<file path="src/rtl/fifo_port_arbiter_pkg.sv">
// rtl/fifo_port_arbiter_pkg.sv - shared types and constants for the FIFO port arbiter
// Purpose: controller state encoding, skid depth and the occupancy helper.
// Ports: none (package).
package fifo_port_arbiter_pkg;

    typedef enum logic [1:0] {
        ST_IDLE   = 2'd0,
        ST_ACTIVE = 2'd1,
        ST_FLUSH  = 2'd2
    } state_e;

    localparam int SKID_DEPTH = 2;

    // Words already committed to the output side: held in the skid plus the
    // one read whose data returns next cycle. Never exceeds SKID_DEPTH.
    function automatic logic [1:0] skid_occupancy(input logic [1:0] cnt, input logic in_flight);
        return cnt + {1'b0, in_flight};
    endfunction

endpackage

</file>
<file path="src/rtl/fifo_port_arbiter_skid.sv">
// rtl/fifo_port_arbiter_skid.sv - two-entry output skid buffer
// Purpose: holds words returned by the FIFO read port until the consumer takes them.
// Ports:
//   clk_i, rst_ni   clock, asynchronous active-low reset
//   capture_i       write data_i at the tail this edge
//   pop_i           drop the head this edge
//   clear_i         empty the buffer (wins over capture and pop)
//   data_i          word to capture
//   count_o         number of held words (0..2)
//   head_o          oldest held word
module fifo_port_arbiter_skid
    import fifo_port_arbiter_pkg::*;
#(
    parameter int DATAW = 32
) (
    input  logic             clk_i,
    input  logic             rst_ni,
    input  logic             capture_i,
    input  logic             pop_i,
    input  logic             clear_i,
    input  logic [DATAW-1:0] data_i,
    output logic [1:0]       count_o,
    output logic [DATAW-1:0] head_o
);

    logic [DATAW-1:0] head_q, head_d;
    logic [DATAW-1:0] tail_q, tail_d;
    logic [1:0]       cnt_q, cnt_d;

    always_comb begin
        head_d = head_q;
        tail_d = tail_q;
        cnt_d  = cnt_q;
        if (clear_i) begin
            cnt_d = 2'd0;
        end else begin
            case ({capture_i, pop_i})
                2'b10: begin
                    if (cnt_q == 2'd0) head_d = data_i;
                    else               tail_d = data_i;
                    if (cnt_q != 2'(SKID_DEPTH)) cnt_d = cnt_q + 2'd1;
                end
                2'b01: begin
                    head_d = tail_q;
                    if (cnt_q != 2'd0) cnt_d = cnt_q - 2'd1;
                end
                2'b11: begin
                    // Simultaneous capture and pop: count holds, order is kept.
                    if (cnt_q == 2'd2) begin
                        head_d = tail_q;
                        tail_d = data_i;
                    end else begin
                        head_d = data_i;
                    end
                end
                default: ;
            endcase
        end
    end

    always_ff @(posedge clk_i or negedge rst_ni) begin
        if (!rst_ni) begin
            head_q <= '0;
            tail_q <= '0;
            cnt_q  <= 2'd0;
        end else begin
            head_q <= head_d;
            tail_q <= tail_d;
            cnt_q  <= cnt_d;
        end
    end

    a_no_overflow: assert property (@(posedge clk_i) disable iff (!rst_ni)
        !(capture_i && !pop_i && !clear_i && cnt_q == 2'd2));

    assign count_o = cnt_q;
    assign head_o  = head_q;

endmodule

</file>
<file path="src/rtl/fifo_port_arbiter.sv">
// rtl/fifo_port_arbiter.sv - round-robin write arbiter and read sequencer for one shared FIFO
// Purpose: two requesters share the FIFO write port; the registered read is turned into a
//          valid/ready output through a skid buffer; a flush request becomes the clean pulse.
// Ports:
//   clk_i, rst_ni                         clock, asynchronous active-low reset
//   reqN_valid_i/reqN_data_i/reqN_ready_o requester N handshake (N = 0, 1)
//   out_valid_o/out_data_o/out_ready_i    consumer handshake
//   flush_req_i                           discard all queued data
//   fifo_wable_o/fifo_din_o               FIFO write port
//   fifo_rable_o/fifo_dout_i              FIFO read port (data one cycle after enable)
//   fifo_clean_o                          FIFO pointer clear
//   fifo_full_i/fifo_empty_i              FIFO status
module fifo_port_arbiter
    import fifo_port_arbiter_pkg::*;
#(
    parameter int DATAW     = 32,
    parameter int SKIDDEPTH = 2
) (
    input  logic             clk_i,
    input  logic             rst_ni,
    input  logic             req0_valid_i,
    input  logic [DATAW-1:0] req0_data_i,
    output logic             req0_ready_o,
    input  logic             req1_valid_i,
    input  logic [DATAW-1:0] req1_data_i,
    output logic             req1_ready_o,
    output logic             out_valid_o,
    output logic [DATAW-1:0] out_data_o,
    input  logic             out_ready_i,
    input  logic             flush_req_i,
    output logic             fifo_wable_o,
    output logic [DATAW-1:0] fifo_din_o,
    output logic             fifo_rable_o,
    input  logic [DATAW-1:0] fifo_dout_i,
    output logic             fifo_clean_o,
    input  logic             fifo_full_i,
    input  logic             fifo_empty_i
);

    if (SKIDDEPTH != SKID_DEPTH) begin : g_bad_skiddepth
        $error("fifo_port_arbiter: SKIDDEPTH must be 2");
    end

    state_e           state_q;
    logic             rr_q;          // favoured requester
    logic             in_flight_q;   // a FIFO read returns data this cycle
    logic [1:0]       skid_cnt;
    logic [DATAW-1:0] skid_head;
    logic [1:0]       occ;
    logic             blocked, grant0, grant1, wr_en, pop, out_valid;

    // Reset is folded into the combinational outputs so they drop as soon as
    // rst_ni falls rather than at the next edge.
    assign blocked = !rst_ni || flush_req_i || (state_q == ST_FLUSH);

    assign grant0 = req0_valid_i && (!rr_q || !req1_valid_i);
    assign grant1 = req1_valid_i && (rr_q || !req0_valid_i);

    assign req0_ready_o = grant0 && !fifo_full_i && !blocked;
    assign req1_ready_o = grant1 && !fifo_full_i && !blocked;
    assign wr_en        = req0_ready_o || req1_ready_o;
    assign fifo_wable_o = wr_en;
    assign fifo_din_o   = !rst_ni ? '0 : (grant1 ? req1_data_i : req0_data_i);

    assign out_valid   = (skid_cnt != 2'd0) && !blocked;
    assign out_valid_o = out_valid;
    assign out_data_o  = skid_head;
    assign pop         = out_valid && out_ready_i;

    // Read only when the returning word is guaranteed a skid slot; a pop in
    // the same cycle frees one, which keeps back-to-back throughput.
    assign occ          = skid_occupancy(skid_cnt, in_flight_q);
    assign fifo_rable_o = !fifo_empty_i && !blocked &&
                          ((occ < 2'd2) || ((occ == 2'd2) && pop));
    assign fifo_clean_o = flush_req_i && rst_ni;

    always_ff @(posedge clk_i or negedge rst_ni) begin
        if (!rst_ni) begin
            state_q     <= ST_IDLE;
            rr_q        <= 1'b0;
            in_flight_q <= 1'b0;
        end else begin
            if (wr_en) rr_q <= grant0;
            in_flight_q <= fifo_rable_o;
            if (flush_req_i) begin
                state_q <= ST_FLUSH;
            end else begin
                case (state_q)
                    ST_IDLE:   if (wr_en) state_q <= ST_ACTIVE;
                    ST_ACTIVE: if (fifo_empty_i && skid_cnt == 2'd0 && !in_flight_q && !wr_en)
                                   state_q <= ST_IDLE;
                    ST_FLUSH:  state_q <= ST_IDLE;
                    default:   state_q <= ST_IDLE;
                endcase
            end
        end
    end

    // A flush clears the skid at its edge, discarding any word returning then.
    fifo_port_arbiter_skid #(.DATAW(DATAW)) u_skid (
        .clk_i     (clk_i),
        .rst_ni    (rst_ni),
        .capture_i (in_flight_q),
        .pop_i     (pop),
        .clear_i   (flush_req_i),
        .data_i    (fifo_dout_i),
        .count_o   (skid_cnt),
        .head_o    (skid_head)
    );

endmodule
</file>
<file path="config.mk">
export PLATFORM = sky130hd
export DESIGN_NAME = fifo_port_arbiter
export DESIGN_NICKNAME = d
export VERILOG_FILES = /design/src/rtl/fifo_port_arbiter_pkg.sv /design/src/rtl/fifo_port_arbiter_skid.sv /design/src/rtl/fifo_port_arbiter.sv
export SDC_FILE = /design/constraint.sdc
export NUM_CORES = 1
export LEC_CHECK = 0
export ABC_AREA = 1
export CAP_MARGIN = 15
export CORE_MARGIN = 5
export CORE_UTILIZATION = 39
export CTS_BUF_LIST = sky130_fd_sc_hd__clkbuf_4 sky130_fd_sc_hd__clkbuf_8
export CTS_CLUSTER_DIAMETER = 200
export CTS_CLUSTER_SIZE = 16
export DETAILED_ROUTE_END_ITERATION = 10
export GPL_TIMING_DRIVEN = 0
export PLACE_DENSITY = 0.79
export SLEW_MARGIN = 20
export SYNTH_ARGS = -nofsm -noshare
export SYNTH_HDL_FRONTEND = slang
export SYNTH_HIERARCHICAL = 1
export SYNTH_SLANG_ARGS = --single-unit
</file>
<file path="constraint.sdc">
create_clock -name clk_i -period 1.61 [get_ports clk_i]
set_input_delay 0.161 -clock clk_i [delete_from_list [all_inputs] [get_ports clk_i]]
set_output_delay 0.161 -clock clk_i [all_outputs]
set_load 0.01 [all_outputs]
</file>
# Yosys cells after proc, flatten, opt, wreduce, memory -nomap -nowiden
# Index checks and enable logic that the tools add are counted.
totals:
  ff_bits: 70
  in_bits: 104
  out_inout_bits: 70
  wordCells: 82
classes:
  n_addsub: 3
  order_cmp: 1
  eq_ne: 15
  mux: 16
  bitwise_logic: 1
  n_reduce_logical: 40
ops:
  columns: ["operator", "count"]
  rows:
  - ["32-bit 2-to-1 mux", 6]
  - ["32-bit one-hot mux with 3 select lines", 1]
  - ["32-bit one-hot mux with 2 select lines", 1]
  - ["1-bit logical AND", 15]
  - ["2-bit 2-to-1 mux", 6]
  - ["2-bit equality test (second input constant)", 5]
  - ["1-bit logical NOT", 9]
  - ["3-bit != test (second input constant)", 3]
  - ["2-bit one-hot mux with 2 select lines", 2]
  - ["1-bit logical OR", 6]
  - ["2-bit != test (second input constant)", 3]
  - ["3-bit AND reduction", 2]
  - ["3-bit nonzero test", 2]
  - ["2-bit by 1-bit equality test with 1-bit output (second input constant)", 2]
  - ["2-bit logical NOT", 2]
  - ["4-bit AND reduction", 1]
  - ["2-bit nonzero test", 2]
  - ["3-bit by 2-bit != test with 1-bit output (second input constant)", 1]
  - ["2-bit by 1-bit adder with 2-bit output", 1]
  - ["2-bit by 1-bit adder with 2-bit output (second input constant)", 1]
  - ["2-bit < comparator (second input constant)", 1]
  - ["2-bit by 1-bit != test with 1-bit output (second input constant)", 1]
  - ["2-bit AND reduction", 1]
  - ["2-bit by 1-bit subtractor with 2-bit output (second input constant)", 1]
  - ["1-bit inverter", 1]

# Logic depth before layout (Yosys ltp)
# Gate-level depths: netlist of the first run.
depth:
  depth_word: 11
  ltp_mapped: 11
  mapped_depth_nobuf: 10

# Hierarchy
# The synthesis of the first run kept the hierarchy.
by_module_without_submodules:
  columns: ["mod", "n_inst", "cells_each", "area_per_inst_um2", "seq_area_each_um2"]
  rows:
  - ["fifo_port_arbiter_skid", 1, 377, 3100.5, 1651.6]
  - ["fifo_port_arbiter", 1, 149, 734.5, 100.1]

# Least setup slack after synthesis of the first run
# Ideal clock, no wire load.
synth_path:
  path_type: "flip-flop to flip-flop"
  startpoint: "register state_q[1]"
  endpoint: "register u_skid.tail_q[20]"
  setup_ns: 0.126
  arrival_time_ns: 1.454
  required_ns: 1.484
  setup_slack_ns: 0.030
  path_stages_with_launch: 10
  path_buffers: 2
  synth_period_minus_slack_ns: 1.580
  path_cell_list: "dfrtp_1 -> inv_1 -> nor2_1 -> nor2_4 -> and3_1 -> buf_4 -> inv_2 -> o211ai_4 -> clkbuf_2 -> o21ai_0"
synth_between:
  elab_chain_cells: 8
  elab_cells_between_ends: 12
  cone_classes: "eq/ne (5); mux (1); reduce/logical (6)"
synth_lines:
  columns: ["item", "line", "rtl"]
  rows:
  - ["start, declared", "fifo_port_arbiter.sv:44", "state_e state_q;"]
  - ["start signal, assigned", "fifo_port_arbiter.sv:79", "state_q <= ST_IDLE;"]
  - ["start signal, assigned", "fifo_port_arbiter.sv:86", "state_q <= ST_FLUSH;"]
  - ["start signal, assigned", "fifo_port_arbiter.sv:89", "ST_IDLE: if (wr_en) state_q <= ST_ACTIVE;"]
  - ["2-bit equality test (*)", "fifo_port_arbiter.sv:54", "assign blocked = !rst_ni || flush_req_i || (state_q == ST_FLUSH);"]
  - ["1-bit logical OR (*)", "fifo_port_arbiter.sv:54", null]
  - ["1-bit logical NOT (*)", "fifo_port_arbiter.sv:65", "assign out_valid = (skid_cnt != 2'd0) && !blocked;"]
  - ["1-bit logical AND (*)", "fifo_port_arbiter.sv:65", null]
  - ["1-bit logical AND (*)", "fifo_port_arbiter.sv:68", "assign pop = out_valid && out_ready_i;"]
  - ["via pop", "fifo_port_arbiter.sv:50", "logic blocked, grant0, grant1, wr_en, pop, out_valid;"]
  - ["2-bit equality test", "fifo_port_arbiter_skid.sv:37", "case ({capture_i, pop_i})"]
  - ["2-bit by 1-bit != test with 1-bit output (no source line) (tied with other cells)", null, null]
  - ["4-bit AND reduction (no source line)", null, null]
  - ["end signal, assigned", "fifo_port_arbiter_skid.sv:68", "tail_q <= tail_d;"]
  - ["end, declared", "fifo_port_arbiter_skid.sv:27", "logic [DATAW-1:0] tail_q, tail_d;"]
# The timed path passes the listed nets; every way through them passes the cells marked *.
# A chain may end at the register's enable or synchronous reset.

# Worst setup path after layout of the first run
layout_path:
  startpoint: "register state_q[1]"
  endpoint: "output port fifo_rable_o"
layout_between:
  elab_chain_cells: 8
  elab_cells_between_ends: 9
  cone_classes: "eq/ne (1); reduce/logical (8)"
layout_lines:
  columns: ["item", "line", "rtl"]
  rows:
  - ["2-bit equality test (*)", "fifo_port_arbiter.sv:54", null]
  - ["1-bit logical OR (*)", "fifo_port_arbiter.sv:54", null]
  - ["1-bit logical NOT (*)", "fifo_port_arbiter.sv:65, fifo_port_arbiter.sv:73", null]
  - ["1-bit logical AND", "fifo_port_arbiter.sv:65", null]
  - ["1-bit logical AND", "fifo_port_arbiter.sv:68", null]
  - ["1-bit logical AND", "fifo_port_arbiter.sv:74", "((occ < 2'd2) || ((occ == 2'd2) && pop));"]
  - ["1-bit logical OR", "fifo_port_arbiter.sv:74", null]
  - ["1-bit logical AND (*)", "fifo_port_arbiter.sv:73", "assign fifo_rable_o = !fifo_empty_i && !blocked &&"]
  - ["end, declared", "fifo_port_arbiter.sv:33", "output logic fifo_rable_o,"]
# Every way passes the cells marked *; elsewhere a longest branch is shown, timed or not.

==> results of run 1 <==
-- worst paths after layout --
check,start,to,depth (start not counted)
min in group clk_i,flush_req_i,state_q[1],2
max reg2reg,state_q[1],u_skid/tail_q[20],11
max in group asynchronous,rst_ni,u_skid/head_o[24],4
max,state_q[1],fifo_rable_o,8
min,rst_ni,u_skid/tail_q[0],3
min reg2reg,u_skid/tail_q[24],u_skid/tail_q[24],2
-- cell usage in the layout, fill, tap and decap left out, types with 12 or more instances in the layout --
cell type	instances
sky130_fd_sc_hd__buf_6	32
sky130_fd_sc_hd__buf_2	36
sky130_fd_sc_hd__clkdlybuf4s50_1	133
sky130_fd_sc_hd__o21ai_2	53
sky130_fd_sc_hd__nor2_4	12
sky130_fd_sc_hd__nand3b_1	33
sky130_fd_sc_hd__nor2_1	52
sky130_fd_sc_hd__nand2_4	22
sky130_fd_sc_hd__nand2_2	51
sky130_fd_sc_hd__inv_1	45
sky130_fd_sc_hd__nand3_1	31
sky130_fd_sc_hd__buf_4	33
sky130_fd_sc_hd__buf_8	19
sky130_fd_sc_hd__dfrtp_1	68
sky130_fd_sc_hd__nand2_1	82
-- final cells by class --
type	count	area share (%)
multi-input combinational	374	31.5
clock inverter	5	1.40
buffer	28	4.54
tap	133	2.16
clock buffer	11	1.81
sequential	70	22.8
antenna	3	0.0977
inverter	51	2.88
timing repair buffer	252	32.8
-- flip-flops by register name (all words and copies together) (netlist names) --
| register | count |
|---|---|
| u_skid/head_o | 32 |
| u_skid/tail_q | 32 |
| state_q | 2 |
| u_skid/count_o | 2 |
| in_flight_q | 1 |
| rr_q | 1 |
-- critical path: stages (launching register included) --
cell	delay, ns
sky130_fd_sc_hd__dfrtp_1	0.39
sky130_fd_sc_hd__inv_1	0.07
sky130_fd_sc_hd__nor2_2	0.04
sky130_fd_sc_hd__nor2_4	0.12
sky130_fd_sc_hd__buf_6	0.12
sky130_fd_sc_hd__inv_2	0.03
sky130_fd_sc_hd__or2_1	0.21
sky130_fd_sc_hd__a21oi_2	0.16
sky130_fd_sc_hd__buf_4	0.16
-- per-layer routing --
metal / track usage [%] / share of wire (%)
met3: 6.22 / 8.1
met2: 47.5 / 51
met1: 28.3 / 35
met5: 0 / 0
met4: 12.7 / 5.1
-- timing repair --
action | in CTS | in global routing
resized for setup | 331 | 212
pin swaps | 20 | 61
hold buffers | 4 | 2
setup endpoints to repair | 104 | 105
buffers inserted | 40 | 19
gates cloned | 14 | 5
hold endpoints to repair | 67 | 21
-- power by group --
group	total (mW)	switching, mW	internal, mW	leakage, nW
logic	2.18	0.961	1.22	2.64
registers	2.20	0.201	2.00	0.923
clock network	1.77	0.704	1.07	0.125
-- cells by family (layout without fill, tap and decap cells) --
group	Yosys count	after routing
adder cells (fa/ha/maj)	1	1
XOR/XNOR	1	1
other	0	3
flip-flops	70	70
AND/OR/NAND/NOR	304	305
AO/OA/AOI/OAI	67	67
buffers and inverters	83	347
-- metrics by stage --
stage	setup TNS, ns	util (%)
after floorplan	0	-
after global placement	-479.61	59.2
after detailed placement	-64.37	59.5
after CTS	-6.36	70.2
after global routing	-18.99	79.4
final	-13.29	79.4
==> run_results.csv, run 1 <==
group,metric,value,unit
run_status,run_status,"finished, violations left",
run_status,violations,"negative setup slack",
global_routing,grt_max_degree,29,
clocking,clkTransAtPathRegs,0.08,ns
finish,fillerInstances,570,
pwr,power-per-cell-area,801,nW/µm²
route,initial_detailed_routing_violation_count,287,
global_routing,first_global_vias,4889,
synth,ys_warn_count,6,
timing,tightest_slew,0.728,ns
floorplan,die_area,11900,µm²
timing,clock.fmax,550,MHz
synth,synth-seq-area-share,45.7,%
finish,layout-drive-gt1-share,41.0,%
synth,synth_adder_area_share,0.326,%
clocking,cts.htree.levels,3,
synth,post_synth_and_or_nand_nor_area_fraction,35.0,%
clocking,cts_tree,"yes",
clocking,cts_bufs_inserted,9,
route,drcViolationCount,0,
synth,netlist.area_leader.share,45.7,%
critical_path,category_of_the_critical_setup_timing_path,"reg -> out",
timing,worst_hold_slack,0.130,ns
pwr,p_leak,3.69,nW
critical_path,critical_path_peak_fanout,3,
synth,syn_area,3830,µm²
synth,synthDominantAreaCellType,"sky130_fd_sc_hd__dfrtp_1",
synth,postSynth.topFlopCell,"sky130_fd_sc_hd__dfrtp_1",
critical_path,worstPathArrival,1.66,ns
floorplan,core_region_area,9680,µm²
global_routing,track_usage,26.1,%
finish,area_taken_by_multi_input_logic_gates,2420,µm²
route,drtAntennaViolNets,0,
route,dr_vias,4894,
synth,syn_avg_cell_area,7.29,µm²
floorplan,rows,36,
synth,synth_commonest_cells,"sky130_fd_sc_hd__nand2_1 (154), sky130_fd_sc_hd__nor2_1 (71), sky130_fd_sc_hd__dfrtp_1 (70)",
timing,timing.final.max_slew_violations,0,
floorplan,die_h,109,µm
critical_path,r2r_slack,-0.21,ns
timing,rel_slew_slack,51.5,%
route,first_pass_iters,5,
clocking,cts_root_buf,"sky130_fd_sc_hd__clkbuf_8",
finish,final_nets,891,
finish,layoutNonFillerInstCount,927,
global_routing,gr-total-overflow,0,
placed_design,dpl.hpwl,9780,µm
finish,synthToLayoutAreaGrowth,100,%
worst_hold_path,hold_path.class,"in -> async",
timing,min_period,1.82,ns
finish,final_design_area_no_fill,7690,µm²
route,viasPerCell,5.28,
placed_design,place_area,5760,µm²
synth,synth_edf_count,0,
global_routing,number_of_antenna_violations_at_the_first_check_in_global_routing,3,
clocking,worst_skew_pair.late_latency,0.36,ns
placed_design,place_congestion,0.826,
synth,postSynth.asyncResetShare,100,%
timing,finClkSkew,0.0133,ns
placed_design,pre_cts_slack,-0.799,ns
timing,setup_repair_after_global_routing_missed_its_margin,"yes",
pwr,max-vdd-ir-drop,0.677,mV
timing,finalCritPeriodShare,113,%
synth,synthDistinctLibCells,24,
timing,timing.final.setup_violations,102,
floorplan,floorplan.io_pins,174,
timing,report.final.hold_viol_count,0,
timing,finalWorstSetupSlack,-0.209,ns
synth,synth-xor-area-share,0.228,%
floorplan,starting_density,39.6,%
floorplan,die-width,109,µm
synth,synth.area.top_cells,"sky130_fd_sc_hd__dfrtp_1 (46%), sky130_fd_sc_hd__nand2_1 (15%), sky130_fd_sc_hd__o21ai_0 (7.4%)",
route,drt-total-wl,17900,µm
synth,syn-instance-count,526,
synth,ys_ff_latch,70,
placed_design,portBuffers,173,
critical_path,end_kind,"output pin",
pwr,p_total,6.16,mW
placed_design,placed_cells,833,
run,maxCapViolCount,0,
synth,share_of_the_synthesized_area_in_compound_gates_ao_oa_aoi_oai,9.27,%
critical_path,worstPathRequired,1.45,ns
clocking,cts_num_sinks,70,
synth,yosys-mux-area-fraction,0,%
finish,ff_latch_area,1750,µm²
critical_path,crit_path_start_kind,"flip-flop",
global_routing,wire_length_of_the_first_global_routing_pass,24100,µm
synth,yosys.cell_count.top_type,"sky130_fd_sc_hd__nand2_1",
route,detail_route.wl_per_cell,19.4,µm
synth,synth_fp_nets,631,
clocking,cts-root-to-sink-buffers,2,
synth,combinational_family_with_the_most_area_after_synthesis,"simple AND/OR/NAND/NOR gates",
Note: power is estimated with default switching activity, not from simulation.
==> inputs of run 2 (changes only) <==
- CORE_UTILIZATION: 39 -> 50
- DONT_BUFFER_PORTS: not set -> 1
- PLACE_DENSITY: 0.79 -> 0.68
==> run 2 against run 1 <==
  * The run ends with negative hold slack, negative setup slack left
  * Critical path depth decreased by 4
  * First-iteration DRC count decreased by 49%
  * Cell count decreased by 24%
  * Flip-flop and latch count unchanged
  * Hold slack got worse by 0.63 ns
  * Clock skew decreased by 0.0041 ns
  * Register-to-register slack improved by 0.16 ns
  * Sequential share of layout area increased by 10 points
  * Count of clock-buffer cells in the layout decreased by 1
  * Maximum frequency increased by 9.0%
  * Die area decreased by 20%
  * Final area decreased by 30%
  * Largest cell class is now multi-input gates
  * Largest power group unchanged
  * Highest routed layer unchanged
==> run_results.csv, run 2 (synthesized netlist as in run 1, its figures left out) <==
group,metric,value,unit
run_status,run_status,"finished, violations left",
run_status,violations,"negative hold slack, negative setup slack",
finish,fillerInstances,562,
floorplan,die_h,97.6,µm
clocking,cts_tree,"yes",
critical_path,critical_path_peak_fanout,5,
clocking,worst_skew_pair.late_latency,0.35,ns
critical_path,crit_start,"in_flight_q",
global_routing,track_usage,23.2,%
pwr,cellInternalPower,3.47,mW
finish,mostFrequentLayoutCells,"sky130_fd_sc_hd__nand2_1 (136), sky130_fd_sc_hd__dfrtp_1 (68), sky130_fd_sc_hd__inv_1 (44), sky130_fd_sc_hd__o21ai_1 (41), sky130_fd_sc_hd__nor2_1 (37)",
floorplan,floorplan.io_pins,174,
critical_path,r2r_slack,-0.05,ns
worst_hold_path,hold_path.class,"in -> async",
route,drt-total-wl,12200,µm
route,drcViolationCount,0,
critical_path,end_kind,"output pin",
global_routing,number_of_antenna_violations_at_the_first_check_in_global_routing,2,
pwr,power_frac_comb,18.1,%
critical_path,cpMaxStageDelayCell,"sky130_fd_sc_hd__dfrtp_1",
route,dr_vias,3824,
placed_design,pre_cts_slack,-0.274,ns
finish,synthToLayoutAreaGrowth,39.6,%
pwr,p_sw,1.44,mW
global_routing,grt_max_degree,78,
timing,clock.fmax,599,MHz
critical_path,r2r-end,"u_skid/tail_q[27]",
route,first_pass_iters,5,
critical_path,worst_path_largest_cell_delay,0.45,ns
finish,final_common_cell,"sky130_fd_sc_hd__nand2_1",
pwr,power.sequential.fraction,46.2,%
timing,finClkSkew,0.00918,ns
timing,worst_hold_slack,-0.502,ns
timing,timing.final.setup_violations,32,
timing,finalWorstSetupSlack,-0.0589,ns
clocking,ctsHoldBuffers,33,
timing,finalCritPeriodShare,104,%
pwr,p_leak,2.69,nW
global_routing,first_global_vias,3713,
floorplan,core_region_area,7610,µm²
clocking,clkTransAtPathRegs,0.08,ns
finish,layout-drive-gt1-share,26.2,%
global_routing,wire_length_of_the_first_global_routing_pass,18100,µm
pwr,pwr-share-clk,35.7,%
critical_path,critPathTopFamily,"flip-flops",
route,detail_route.wl_per_cell,17.4,µm
global_routing,gr-total-overflow,0,
critical_path,category_of_the_critical_setup_timing_path,"reg -> out",
critical_path,r2r_start,"state_q[1]",
placed_design,place_congestion,0.939,
critical_path,setup.worst_path.end,"fifo_rable_o",
clocking,cts.htree.levels,3,
placed_design,portBuffers,0,
timing,timing.final.max_slew_violations,0,
timing,rel_slew_slack,76.2,%
clocking,cts_num_sinks,70,
route,viasPerCell,5.43,
pwr,power-per-cell-area,917,nW/µm²
critical_path,worstPathArrival,1.51,ns
timing,totalNegativeSetupSlack,-0.931,ns
clocking,cts_bufs_inserted,9,
pwr,power_switching_share,29.3,%
floorplan,rows,32,
floorplan,die-width,97.6,µm
clocking,cts_root_buf,"sky130_fd_sc_hd__clkbuf_8",
route,drtAntennaViolNets,0,
critical_path,worstPathRequired,1.45,ns
critical_path,path_cells,"ha_1 -> inv_1 -> nand4_1 -> a21oi_2",
finish,layoutNonFillerInstCount,704,
critical_path,crit_path_start_kind,"flip-flop",
placed_design,placed_cells,628,
finish,postLayoutCoreUtil,70.4,%
route,initial_detailed_routing_violation_count,147,
run,maxCapViolCount,0,
critical_path,cp.depth,4,
timing,tightest_slew,0.358,ns
critical_path,cp.buffers_inverters,1,
timing,min_period,1.67,ns
finish,area_taken_by_multi_input_logic_gates,1980,µm²
pwr,max-vdd-ir-drop,0.985,mV
timing,setup_repair_after_global_routing_missed_its_margin,"yes",
timing,report.final.hold_viol_count,71,
placed_design,dpl.hpwl,7270,µm
finish,final_nets,701,
floorplan,starting_density,50.4,%
critical_path,worstRegToRegCells,10,
finish,ff_latch_area,1750,µm²
floorplan,die_area,9520,µm²
clocking,cts-root-to-sink-buffers,2,
-- run 2: cell types whose count changed in the layout (fill, tap and decap cells not counted), sizes merged, moves of 2 or more --
cell and delta:
buf -87, clkbuf +2, clkdlybuf4s50 -133, clkinv -4, dlygate4sd2 -2, dlygate4sd3 +30, inv +3
-- run 2: power by group through the flow --
stage / clock [mW] / combinational [mW] / sequential (mW)
4_1_cts: 1.78 / 0.735 / 2.26
5_1_grt: 1.85 / 1.00 / 2.30
3_5_place_dp: 0 / 0.592 / 2.29
2_1_floorplan: 0 / 0.498 / 2.23
6_report: 1.75 / 0.888 / 2.27
3_3_place_gp: 0 / 0.574 / 2.29
-- run 2: repair_timing --
action	in CTS	in global routing
buffers inserted	13	6
endpoints found under the setup margin	95	97
pin swaps	7	19
resized for setup	95	112
gates cloned	0	12
hold endpoints to repair	107	70
-- run 2: how the worst min path moves through the flow --
stage	slack (ns)	endpoint
after detailed placement	-0.13	u_skid/head_o[30]
final	-0.50	u_skid/head_o[29]
after global routing	-0.52	u_skid/head_o[30]
after global placement	-0.13	u_skid/head_o[2]
after floorplan	-0.13	in_flight_q
after CTS	-0.51	u_skid/count_o[1]
-- run 2: area by class of cell --
cell class / count / area share [%]
buffer: 28 / 6.40
multi-input combinational: 374 / 36.9
inverter: 51 / 3.81
clock inverter: 5 / 1.99
timing repair buffer: 62 / 13.1
clock buffer: 10 / 2.57
tap: 102 / 2.38
antenna: 2 / 0.0935
sequential: 70 / 32.8
-- run 2: through the flow --
stage | cell area (µm²) | power (mW)
2_1_floorplan | 3830 | 2.73
3_3_place_gp | 3960 | 2.86
3_5_place_dp | 3960 | 2.88
4_1_cts | 4870 | 4.78
5_1_grt | 5350 | 5.15
6_report | 5350 | 4.91
-- run 2: metal layers --
layer	part of all wire (%)	track usage [%]	vias up
met5	0	0	-
met4	1.8	7.14	0
met3	9.2	5.81	13
met2	52	41.4	196
met1	37	27.2	1810
li1	-	-	1805
